<file path="config.mk">
export PLATFORM = sky130hd
export DESIGN_NAME = rng_sample_ctrl
export DESIGN_NICKNAME = d
export VERILOG_FILES = /design/src/rtl/rng_ctrl_pkg.sv /design/src/rtl/bit_sync.sv /design/src/rtl/rng_sample_ctrl.sv
export SDC_FILE = /design/constraint.sdc
export NUM_CORES = 1
export LEC_CHECK = 0
export ABC_CLOCK_PERIOD_IN_PS = 2600
export BUFFER_PORTS_ARGS = -buffer_cell sky130_fd_sc_hd__buf_2
export CORE_MARGIN = 2
export CORE_UTILIZATION = 40
export DETAILED_ROUTE_END_ITERATION = 6
export PLACE_DENSITY = 0.63
export REMOVE_ABC_BUFFERS = 1
export SLEW_MARGIN = 20
export SYNTH_ARGS = -nofsm -noshare
export SYNTH_HDL_FRONTEND = slang
export SYNTH_HIERARCHICAL = 1
export SYNTH_SLANG_ARGS = --single-unit
</file>
<file path="constraint.sdc">
create_clock -name clk -period 2.6 [get_ports clk]
set_input_delay 0.52 -clock clk [delete_from_list [all_inputs] [get_ports clk]]
set_output_delay 0.52 -clock clk [all_outputs]
set_load 0.02 [all_outputs]
</file>
<file path="src/rtl/rng_ctrl_pkg.sv">
// rng_ctrl_pkg: shared state encoding and widths for the entropy sampler
package rng_ctrl_pkg;
  typedef enum logic [1:0] {IDLE, WARM, COLLECT, HOLD} state_t;
  localparam int BYTE_W = 8;
  localparam int SYNC_DEPTH = 2;
endpackage

</file>
<file path="src/rtl/bit_sync.sv">
// bit_sync: multi-flop synchronizer for an asynchronous single-bit input
module bit_sync
  import rng_ctrl_pkg::*;
(
  input  logic clk,
  input  logic rst,
  input  logic d,
  output logic q
);
  logic [SYNC_DEPTH-1:0] sr;
  // shift the input through the synchronizer chain
  always_ff @(posedge clk or posedge rst)
    if (rst) sr <= '0;
    else sr <= {sr[SYNC_DEPTH-2:0], d};
  assign q = sr[SYNC_DEPTH-1];
endmodule

</file>
<file path="src/rtl/rng_sample_ctrl.sv">
// rng_sample_ctrl: ring-oscillator sampler, byte packer and stuck-at monitor; RNG_VN_DEBIAS_EN enables von Neumann debiasing
module rng_sample_ctrl
  import rng_ctrl_pkg::*;
#(
  parameter int SAMPLE_DIV  = 16,
  parameter int WARMUP      = 64,
  parameter int STUCK_LIMIT = 32
) (
  input  logic       clk,
  input  logic       rst,
  input  logic       enable,
  input  logic       ro_bit,
  output logic       ro_en,
  output logic [7:0] byte_data,
  output logic       byte_valid,
  input  logic       byte_ready,
  output logic       busy,
  output logic       stuck
);
  localparam int DW = $clog2(SAMPLE_DIV);
  localparam int WW = $clog2(WARMUP + 1);
  localparam int RW = $clog2(STUCK_LIMIT + 1);
  localparam int BW = $clog2(BYTE_W);
  state_t state, nxt;
  logic [DW-1:0] div;
  logic [WW-1:0] warm;
  logic [RW-1:0] run, run_nxt;
  logic [BW-1:0] bit_cnt;
  logic s, prev, tick, acc, bit_in, stuck_hit, done;
  bit_sync u_sync (.clk(clk), .rst(rst), .d(ro_bit), .q(s));
  // an enable drop in the tick cycle suppresses the sample entirely
  assign tick = state == COLLECT && enable && div == DW'(SAMPLE_DIV - 1);
  assign run_nxt = (run != '0 && s == prev) ? (run == RW'(STUCK_LIMIT) ? run : run + RW'(1)) : RW'(1);
  assign stuck_hit = tick && run_nxt == RW'(STUCK_LIMIT);
`ifdef RNG_VN_DEBIAS_EN
  logic phase, first;
  assign acc = tick && phase && first != s;
  assign bit_in = first;
  // pair tracking restarts on every COLLECT entry
  always_ff @(posedge clk or posedge rst)
    if (rst) begin
      phase <= 1'b0;
      first <= 1'b0;
    end else if (state != COLLECT) phase <= 1'b0;
    else if (tick) begin
      phase <= ~phase;
      first <= s;
    end
`else
  assign acc = tick;
  assign bit_in = s;
`endif
  assign done = acc && bit_cnt == BW'(BYTE_W - 1);
  assign byte_valid = state == HOLD;
  assign busy = state != IDLE;
  // next state; a stuck source always wins over a completed byte
  always_comb
    case (state)
      IDLE:    nxt = enable && !stuck ? WARM : IDLE;
      WARM:    nxt = !enable ? IDLE : warm == WW'(WARMUP - 1) ? COLLECT : WARM;
      COLLECT: nxt = !enable || stuck || stuck_hit ? IDLE : done ? HOLD : COLLECT;
      default: nxt = byte_ready ? (enable ? COLLECT : IDLE) : HOLD;
    endcase
  // state, counters, health test and byte assembly
  always_ff @(posedge clk or posedge rst)
    if (rst) begin
      state <= IDLE;
      ro_en <= 1'b0;
      warm <= '0;
      div <= '0;
      run <= '0;
      prev <= 1'b0;
      stuck <= 1'b0;
      bit_cnt <= '0;
      byte_data <= '0;
    end else begin
      state <= nxt;
      ro_en <= nxt == WARM || nxt == COLLECT;
      warm <= state == WARM ? warm + WW'(1) : '0;
      div <= state == COLLECT && div != DW'(SAMPLE_DIV - 1) ? div + DW'(1) : '0;
      if (state == IDLE && nxt == WARM) run <= '0;
      else if (tick) begin
        run <= run_nxt;
        prev <= s;
      end
      if (stuck_hit) stuck <= 1'b1;
      bit_cnt <= nxt != COLLECT ? '0 : acc ? bit_cnt + BW'(1) : bit_cnt;
      if (acc && nxt != IDLE) byte_data <= {byte_data[BYTE_W-2:0], bit_in};
    end
endmodule

</file>
==> results of run 1 <==
## power groups by stage
| stage | Sequential (mW) | Clock, mW | Combinational (mW) |
|---|---|---|---|
| 5_1_grt | 0.547 | 0.552 | 0.0229 |
| 6_report | 0.547 | 0.505 | 0.0194 |
| 4_1_cts | 0.547 | 0.520 | 0.0205 |
| 3_3_place_gp | 0.557 | 0 | 0.0197 |
| 2_1_floorplan | 0.557 | 0 | 0.0106 |
| 3_5_place_dp | 0.557 | 0 | 0.0205 |
## state kept, by name, indices dropped and copies added, names as in the netlist, 2 cells and up
name	flops
u_sync/sr	2
byte_data	8
run	6
state	2
div	4
bit_cnt	3
warm	7
## metal layers
layer  routed length [um]  up-vias  global-route usage, %
met1                 1600      631                   19.4
met2                 1800       13                   23.9
met3                  129        4                   5.48
met4                   35        0                   4.49
li1                     -      630                      -
met5                    0        -                      0
## logic make-up (layout without fill, tap and decap cells)
group / after synthesis / in the layout / synth area share, %
AOI/OAI and AO/OA: 30 / 30 / 12.2
xor gates and xnor gates: 11 / 11 / 5.45
buffers and inverters: 13 / 42 / 3.40
adders and majority gates: 9 / 9 / 6.37
and+or+nand+nor: 61 / 61 / 18.0
DFF: 35 / 35 / 49.5
muxes: 8 / 8 / 5.10
## worst paths after layout
path,from,end,slack (ns),cells past startpoint
worst max-delay path,run[0]$_DFFE_PP0P_,byte_data[0]$_DFFE_PP0P_,0.02,10
worst min-delay path,rst,u_sync/sr[0]$_DFF_PP0_,0.07,2
worst max register to register,run[0]$_DFFE_PP0P_,byte_data[0]$_DFFE_PP0P_,0.02,10
worst min register to register,u_sync/sr[0]$_DFF_PP0_,u_sync/sr[1]$_DFF_PP0_,0.37,0
max in group asynchronous,rst,warm[2]$_DFF_PP0_,1.61,3
min in group clk,ro_bit,u_sync/sr[0]$_DFF_PP0_,0.33,1
## Yosys cell counts (4+ instances only)
| cell | n |
|---|---|
| xor2_1 | 4 |
| nand2_1 | 17 |
| dfrtp_1 | 35 |
| nand3_1 | 7 |
| ha_1 | 9 |
| a21oi_1 | 4 |
| xnor2_1 | 7 |
| nand2b_1 | 4 |
| o21ai_1 | 5 |
| and3_1 | 4 |
| inv_1 | 8 |
| mux2_1 | 8 |
| nor2_1 | 13 |
## timing repair
| item | in CTS | in global routing |
|---|---|---|
| hold endpoints to repair | 0 | 0 |
| gates resized for setup | 2 | 19 |
| hold buffers | 0 | 0 |
| gates cloned | 0 | 0 |
| pin swaps | 0 | 11 |
| setup buffers | 0 | 3 |
| endpoints found under the setup margin | 7 | 14 |
## worst max-delay path: stages (launching register included)
cell and delay (ns):
dfrtp_1 0.43, inv_2 0.08, ha_4 0.17, nor2b_4 0.12, or4_4 0.48, a21oi_2 0.14, o211ai_2 0.16, a22oi_2 0.24
ha_2 0.25, nor2_4 0.08, mux2_4 0.31
## cell type report
class,count,area share (%)
timing repair buffer,26,7.15
clock buffer,6,3.81
sequential,35,40.4
multi-input combinational,119,42.7
tap,52,3.00
inverter,8,1.38
clock inverter,2,1.61
## metrics by stage
step                      hold WS, ns  total power, mW  area, um2  worst slack [ns]
final                          0.0704             1.07       2170            0.0240
after CTS                      0.0672             1.09       2070            0.0163
after global routing           0.0629             1.12       2170           -0.0975
after floorplan                 0.261            0.568       1740             0.137
after detailed placement        0.356            0.578       1940           -0.0110
after global placement          0.344            0.577       1940            0.0900
==> results.py, run 1 <==
metrics = {
    "global_routing": {
        "grt_pass1_wl_mm": 5.90,
        "grt_max_degree": 23,
        "track_usage_pct": 15.1,
        "grt_pass1_vias": 1268,
        "antenna_found_initial": 0,
        "grt-ovfl-total": 0,
    },
    "power_and_ir_drop": {
        "p_sw_share_pct": 19.6,
        "p_leak_nw": 1.03,
        "p_int_mw": 0.862,
        "power_frac_comb_pct": 1.8,
        "p_sw_mw": 0.209,
        "peakVddDrop_mv": 0.247,
        "clkPwrFrac_pct": 47.1,
        "p_per_area_nw_per_um2": 494,
        "seqPwrFrac_pct": 51.1,
    },
    "clock_tree": {
        "cts.path.max_buffers": 2,
        "cts_root_buf": "clkbuf_8",
        "cts.sinks": 35,
        "cts_tree": "yes",
        "clkLatencyLatePin_ns": 0.29,
        "cts_made_buffers": 5,
        "htree_levels": 2,
        "cts.clk_slew.worst_paths_ns": 0.07,
    },
    "floorplan": {
        "die_y_um": 70.5,
        "dieArea_um2": 4970,
        "start_util_pct": 41.2,
        "io_pins": 17,
        "coreArea_um2": 4290,
        "rows": 24,
        "fp.dieW_um": 70.5,
    },
    "synth": {
        "yosysWarnings": 6,
        "async_flop_share_pct": 100,
        "ys_dominant_reg_cell": "dfrtp_1",
        "synth_top_cell_area_share_pct": 49.5,
        "yosysTopAreaCell": "dfrtp_1",
        "synth_edf_count": 0,
        "synth_seq_cells": 35,
        "synth.cell_area_um2": 1770,
        "ys_types": 41,
        "synthTopCellsByArea": "dfrtp_1 (50%), ha_1 (6.4%), mux2_1 (5.1%)",
        "synthCells": 167,
        "seq_area_frac_synth_pct": 49.5,
        "syn_area_per_cell_um2": 10.6,
    },
    "setup_path": {
        "arrival_ns": 2.75,
        "critical_path_class": "reg -> reg",
        "setup.worst_path.end_class": "flip-flop",
        "crit_required_ns": 2.78,
        "critPathMaxFanout": 8,
        "worst_setup_path_start_kind": "flip-flop",
    },
    "timing": {
        "finalClockSkew_ns": 0.00532,
        "fmax_mhz": 388,
        "min_period_over_period_pct": 99.1,
        "tightest_slew_ns": 0.800,
        "final.min_clock_period_ns": 2.58,
        "slew_violations": 0,
        "rsz0062_at_grt": "yes",
        "relSlewSlack_pct": 46.6,
        "finalSetupViolCount": 0,
        "tns_ns": 0,
        "final_hold_viol_count": 0,
    },
    "route": {
        "wirelength_mm": 3.57,
        "first_iter_violations": 88,
        "drt_first_pass_iters": 4,
        "vias_per_cell": 5.15,
        "vias": 1278,
        "drc_errors": 0,
        "ant_nets": 0,
        "wl_per_cell_um": 14.4,
    },
    "layout": {
        "fin_util_pct": 50.5,
        "multi_input_area_um2": 926,
        "antennaDiodeCount": 0,
        "drive_gt1_share_pct": 30.1,
        "layout_commonest_cell": "dfrtp_1",
        "final_cell_mix": "dfrtp_1 (35), nand2_1 (17), buf_2 (16)",
        "stdcell_count": 248,
        "nNetsFinal": 209,
        "regArea_um2": 876,
        "fill_cells": 393,
        "syn_to_final_growth_pct": 22.7,
    },
    "outcome": {
        "status": "complete, no violations",
    },
    "place": {
        "place_congestion": 0.861,
        "post-place-cells": 237,
        "port-buffer-count": 16,
        "dp_hpwl_mm": 2.56,
    },
    "hold_path": {
        "hp-class": "in -> async",
    },
    "run": {
        "cap_viol_max_count": 0,
    },
}
Note: power is estimated with default switching activity, not from simulation.
==> run 2: changes to the inputs <==
--- a/config.mk
+++ b/config.mk
@@ -7,8 +7,10 @@
 export LEC_CHECK = 0
 export ABC_CLOCK_PERIOD_IN_PS = 2600
 export BUFFER_PORTS_ARGS = -buffer_cell sky130_fd_sc_hd__buf_2
+export CORE_ASPECT_RATIO = 0.5
 export CORE_MARGIN = 2
 export CORE_UTILIZATION = 40
+export CTS_BUF_LIST = sky130_fd_sc_hd__clkbuf_8
 export DETAILED_ROUTE_END_ITERATION = 6
 export PLACE_DENSITY = 0.63
 export REMOVE_ABC_BUFFERS = 1
==> run 2 against run 1 <==
Compared with the run above: hold slack lost 0.0031 ns; wire length shrank 5.6%; highest routed layer unchanged; setup slack gained 0.070 ns; critical path type unchanged; sequential share of layout area shrank 0.48 points; final area grew 1.2%; via count grew 1.1%; total power grew 7.4%; largest power group is now clock.
==> results.py, run 2 (same netlist as run 1, synthesis figures left out) <==
metrics = {
    "hold_path": {
        "hp-class": "in -> async",
    },
    "timing": {
        "rsz0062_at_grt": "yes",
        "min_period_over_period_pct": 96.4,
        "slew_violations": 0,
        "fmax_mhz": 399,
        "relSlewSlack_pct": 61.9,
        "final.min_clock_period_ns": 2.51,
        "finalSetupViolCount": 0,
        "final_hold_viol_count": 0,
        "finalClockSkew_ns": 0.00995,
        "tightest_slew_ns": 0.571,
        "tns_ns": 0,
    },
    "global_routing": {
        "grt_pass1_vias": 1274,
        "antenna_found_initial": 0,
        "grt-ovfl-total": 0,
        "track_usage_pct": 14.6,
        "grt_max_degree": 34,
        "grt_pass1_wl_mm": 5.60,
    },
    "setup_path": {
        "critPathMaxFanout": 8,
        "critical_path_class": "reg -> reg",
        "worst_setup_path_start_kind": "flip-flop",
        "setup.worst_path.end_class": "flip-flop",
        "arrival_ns": 2.68,
        "ff2ff_path_depth": 10,
        "crit_required_ns": 2.77,
    },
    "layout": {
        "reg_top3": "byte_data: 8 flops, warm: 7 flops, run: 6 flops",
        "max_flop_register": "byte_data",
        "nNetsFinal": 213,
        "syn_to_final_growth_pct": 24.2,
        "largest_reg_flops": 8,
        "layout_commonest_cell": "dfrtp_1",
        "final_cell_mix": "dfrtp_1 (35), nand2_1 (17), buf_2 (16)",
        "drive_gt1_share_pct": 29.5,
        "fin_util_pct": 50.9,
        "antennaDiodeCount": 0,
        "fin_area_um2": 2200,
    },
    "clock_tree": {
        "cts.sinks": 35,
        "clkLatencyLatePin_ns": 0.29,
        "htree_levels": 2,
        "hold_buffers": 0,
        "cts.path.max_buffers": 2,
        "cts.clk_slew.worst_paths_ns": 0.08,
        "cts_tree": "yes",
        "cts_root_buf": "clkbuf_8",
        "cts_made_buffers": 5,
    },
    "floorplan": {
        "fp.dieW_um": 98.0,
        "start_util_pct": 40.9,
        "rows": 17,
        "io_pins": 17,
        "die_y_um": 51.0,
        "coreArea_um2": 4320,
        "dieArea_um2": 5000,
    },
    "place": {
        "place_congestion": 0.855,
        "dpl_cell_area_um2": 1960,
        "port-buffer-count": 16,
        "dp_hpwl_mm": 2.40,
    },
    "route": {
        "wirelength_mm": 3.37,
        "drt_first_pass_iters": 4,
        "vias": 1292,
        "first_iter_violations": 48,
        "wl_per_cell_um": 13.1,
        "ant_nets": 0,
        "vias_per_cell": 5.03,
        "drc_errors": 0,
    },
    "power_and_ir_drop": {
        "p_per_area_nw_per_um2": 524,
        "p_leak_nw": 1.05,
        "power_mw": 1.15,
        "peakVddDrop_mv": 0.306,
    },
    "outcome": {
        "status": "complete, no violations",
    },
    "run": {
        "cap_viol_max_count": 0,
    },
}
[run 2: critical path: stages, from the launching register on]
cell      delay, ns
dfrtp_1        0.39
inv_2          0.07
ha_4           0.16
nor2b_1        0.12
or4_1          0.50
a21oi_2        0.15
o211ai_2       0.16
a41oi_2        0.21
ha_2           0.23
nor2_4         0.08
mux2_4         0.32
[run 2: area by class of cell]
| cell class | instances | area, um2 |
|---|---|---|
| clock buffers | 5 | 68.8 |
| inverters | 8 | 30.0 |
| fillers | 393 | 2120 |
| clock inverters | 3 | 67.6 |
| flip-flops and latches | 35 | 876 |
| multi-input cells | 119 | 897 |
| well taps | 57 | 71.3 |
| repair buffers | 30 | 185 |
[run 2: final timing paths]
check	start	to	slack [ns]
worst max-delay path	run[0]$_DFFE_PP0P_	byte_data[4]$_DFFE_PP0P_	0.09
max in group asynchronous	rst	warm[1]$_DFF_PP0_	1.97
worst min-delay path	rst	u_sync/sr[0]$_DFF_PP0_	0.07
worst min register to register	u_sync/sr[0]$_DFF_PP0_	u_sync/sr[1]$_DFF_PP0_	0.35
min in group clk	ro_bit	u_sync/sr[0]$_DFF_PP0_	0.33
worst max register to register	run[0]$_DFFE_PP0P_	byte_data[4]$_DFFE_PP0P_	0.09
[run 2: timing repair]
| item | CTS | global route |
|---|---|---|
| buffers inserted | 1 | 4 |
| pin swaps | 0 | 9 |
| gates cloned | 0 | 0 |
| hold endpoints to repair | 0 | 0 |
| gates resized for setup | 3 | 13 |
| endpoints found under the setup margin | 8 | 13 |
[run 2: layer usage]
metal | part of all wire (%) | track usage, % | vias up
met4 | 1.4 | 6.25 | 0
li1 | - | - | 650
met1 | 50 | 17.8 | 620
met3 | 2.9 | 4.51 | 7
met5 | 0 | 0 | -
met2 | 46 | 24.5 | 15
[run 2: where the power goes]
part	total (mW)	internal, mW	switching [mW]	leakage (nW)
logic	0.0186	0.00496	0.0136	0.519
clock network	0.585	0.382	0.203	0.0644
registers	0.546	0.546	0.000837	0.469
[run 2: through the flow]
| step | std cells | worst slack, ns | hold WS, ns |
|---|---|---|---|
| after CTS | 253 | 0.0383 | 0.0613 |
| after detailed placement | 244 | -0.0233 | 0.339 |
| after global placement | 244 | 0.0539 | 0.335 |
| final | 257 | 0.0940 | 0.0673 |
| after global routing | 257 | -0.0509 | 0.0640 |
| after floorplan | 162 | 0.137 | 0.261 |
==> run 3: changes to the inputs <==
--- a/config.mk
+++ b/config.mk
@@ -5,14 +5,17 @@
 export SDC_FILE = /design/constraint.sdc
 export NUM_CORES = 1
 export LEC_CHECK = 0
-export ABC_CLOCK_PERIOD_IN_PS = 2600
+export ABC_CLOCK_PERIOD_IN_PS = 3100
 export BUFFER_PORTS_ARGS = -buffer_cell sky130_fd_sc_hd__buf_2
+export CAP_MARGIN = 20
+export CELL_PAD_IN_SITES_DETAIL_PLACEMENT = 1
+export CELL_PAD_IN_SITES_GLOBAL_PLACEMENT = 1
 export CORE_ASPECT_RATIO = 0.5
 export CORE_MARGIN = 2
 export CORE_UTILIZATION = 40
 export CTS_BUF_LIST = sky130_fd_sc_hd__clkbuf_8
 export DETAILED_ROUTE_END_ITERATION = 6
-export PLACE_DENSITY = 0.63
+export PLACE_DENSITY = 0.73
 export REMOVE_ABC_BUFFERS = 1
 export SLEW_MARGIN = 20
 export SYNTH_ARGS = -nofsm -noshare
==> constraint.sdc (replaced) <==
create_clock -name clk -period 3.1 [get_ports clk]
set_input_delay 0.62 -clock clk [delete_from_list [all_inputs] [get_ports clk]]
set_output_delay 0.62 -clock clk [all_outputs]
set_load 0.02 [all_outputs]
==> run 3 against run 2 <==
Compared with the run above: core utilization fell by 4.5 points; die area did not move; setup slack improved by 0.31 ns; highest routed layer unchanged; critical path type unchanged; sequential cell count did not move.
==> results.py, run 3 (same netlist as run 1, synthesis figures left out) <==
metrics = {
    "global_routing": {
        "grt_pass1_vias": 1339,
        "grt-ovfl-total": 0,
        "antenna_found_initial": 0,
        "grt_max_degree": 34,
        "grt_pass1_wl_mm": 6.19,
        "track_usage_pct": 16.0,
    },
    "route": {
        "ant_nets": 0,
        "vias_per_cell": 5.15,
        "wl_per_cell_um": 14.4,
        "drt_first_pass_iters": 4,
        "first_iter_violations": 24,
        "wirelength_mm": 3.52,
        "vias": 1257,
        "drc_errors": 0,
    },
    "setup_path": {
        "critical_path_class": "reg -> reg",
        "startpoint": "run[0]$_DFFE_PP0P_",
        "crit_required_ns": 3.27,
        "critPathMaxFanout": 8,
        "arrival_ns": 2.87,
        "r2r_start": "run[0]$_DFFE_PP0P_",
        "ff2ff_path_depth": 10,
        "worst_setup_path_start_kind": "flip-flop",
        "r2r_slack_ns": 0.40,
        "r2r-end": "byte_data[6]$_DFFE_PP0P_",
        "setup.worst_path.end_class": "flip-flop",
    },
    "timing": {
        "min_period_over_period_pct": 87.1,
        "relSlewSlack_pct": 70.1,
        "tightest_slew_ns": 0.447,
        "rsz0062_at_grt": "no",
        "hold_slack_ns": 0.176,
        "final_hold_viol_count": 0,
        "fmax_mhz": 370,
        "final.min_clock_period_ns": 2.70,
        "finalClockSkew_ns": 0.00491,
        "slew_violations": 0,
        "tns_ns": 0,
        "finalSetupViolCount": 0,
    },
    "power_and_ir_drop": {
        "clkPwrFrac_pct": 43.7,
        "p_sw_share_pct": 21.2,
        "p_sw_mw": 0.179,
        "power_frac_comb_pct": 1.8,
        "p_per_area_nw_per_um2": 421,
        "peakVddDrop_mv": 0.172,
        "seqPwrFrac_pct": 54.4,
        "p_int_mw": 0.664,
        "p_leak_nw": 0.985,
    },
    "floorplan": {
        "start_util_pct": 40.9,
        "rows": 17,
        "fp.dieW_um": 98.0,
        "dieArea_um2": 5000,
        "die_y_um": 51.0,
        "io_pins": 17,
        "coreArea_um2": 4320,
    },
    "clock_tree": {
        "cts_tree": "yes",
        "cts_root_buf": "clkbuf_8",
        "clkLatencyLatePin_ns": 0.29,
        "post_cts_buffers": 0,
        "cts.sinks": 35,
        "htree_levels": 2,
        "cts_made_buffers": 5,
        "hold_buffers": 0,
        "cts.path.max_buffers": 2,
        "cts_resized": 0,
        "cts.clk_slew.worst_paths_ns": 0.07,
    },
    "layout": {
        "fin_util_pct": 46.3,
        "reg_top3": "byte_data: 8 flops, warm: 7 flops, run: 6 flops",
        "multi_input_area_um2": 832,
        "fill_cells": 503,
        "antennaDiodeCount": 0,
        "drive_gt1_share_pct": 17.1,
        "largest_reg_flops": 8,
        "max_flop_register": "byte_data",
        "nNetsFinal": 200,
        "syn_to_final_growth_pct": 13.2,
        "final_cell_mix": "dfrtp_1 (35), nand2_1 (17), buf_2 (16)",
        "regArea_um2": 876,
        "layout_commonest_cell": "dfrtp_1",
    },
    "run": {
        "cap_viol_max_count": 0,
    },
    "place": {
        "place_congestion": 0.922,
        "port-buffer-count": 16,
        "dp_hpwl_mm": 2.64,
    },
    "outcome": {
        "status": "complete, no violations",
    },
    "hold_path": {
        "hp-class": "in -> async",
    },
}
[run 3: cell count changes in the layout (fill, tap and decap cells not counted), moves of 2 or more]
cell / before / now
buf_4: 14 / 1
mux2_1: 0 / 8
mux2_4: 8 / 0
bufinv_16: 2 / 0
clkbuf_8: 5 / 7
ha_1: 7 / 9
inv_1: 6 / 8
inv_2: 2 / 0
[run 3: stage by stage]
step / setup slack [ns] / area, um2 / power (mW) / std cells
after floorplan: 0.637 / 1740 / 0.476 / 162
after global placement: 0.500 / 1900 / 0.483 / 236
after CTS: 0.383 / 2000 / 0.857 / 244
after global routing: 0.205 / 2000 / 0.879 / 244
final: 0.400 / 2000 / 0.843 / 244
after detailed placement: 0.390 / 1900 / 0.484 / 236
[run 3: layout make-up]
class	instances	share of cell area (%)
sequential	35	43.8
multi-input combinational	119	41.6
clock buffer	7	4.82
timing repair buffer	17	4.38
tap	57	3.56
inverter	8	1.50
clock inverter	1	0.375
[run 3: metal layers]
layer	share of wire [%]	routed length, um	global-route usage [%]
met5	0	0	0
met4	1.5	52	5.56
met3	2.9	103	4.10
met2	47	1650	28.1
met1	49	1720	19.5
[run 3: worst max-delay path, cell delays in order, from the launching register on]
cell	delay [ns]
dfrtp_1	0.42
inv_1	0.12
ha_1	0.23
nor2b_1	0.13
or4_1	0.42
a21oi_2	0.16
o211ai_2	0.13
a22oi_1	0.31
ha_1	0.25
nor2_4	0.08
mux2_1	0.33
[run 3: power by group through the flow]
| stage | Sequential (mW) | Clock [mW] | Combinational (mW) |
|---|---|---|---|
| after global placement | 0.467 | 0 | 0.0160 |
| after detailed placement | 0.467 | 0 | 0.0164 |
| after CTS | 0.458 | 0.382 | 0.0165 |
| final | 0.459 | 0.369 | 0.0155 |
| after global routing | 0.458 | 0.402 | 0.0186 |
| after floorplan | 0.467 | 0 | 0.00891 |
[run 3: worst max-delay path by stage]
stage	depth (start not counted)	endpoint
floorplan	10	byte_data[1]$_DFFE_PP0P_
global placement	11	run[1]$_DFFE_PP0P_
global route	11	run[1]$_DFFE_PP0P_
detailed placement	10	byte_data[6]$_DFFE_PP0P_
CTS	10	byte_data[6]$_DFFE_PP0P_
finish	10	byte_data[6]$_DFFE_PP0P_
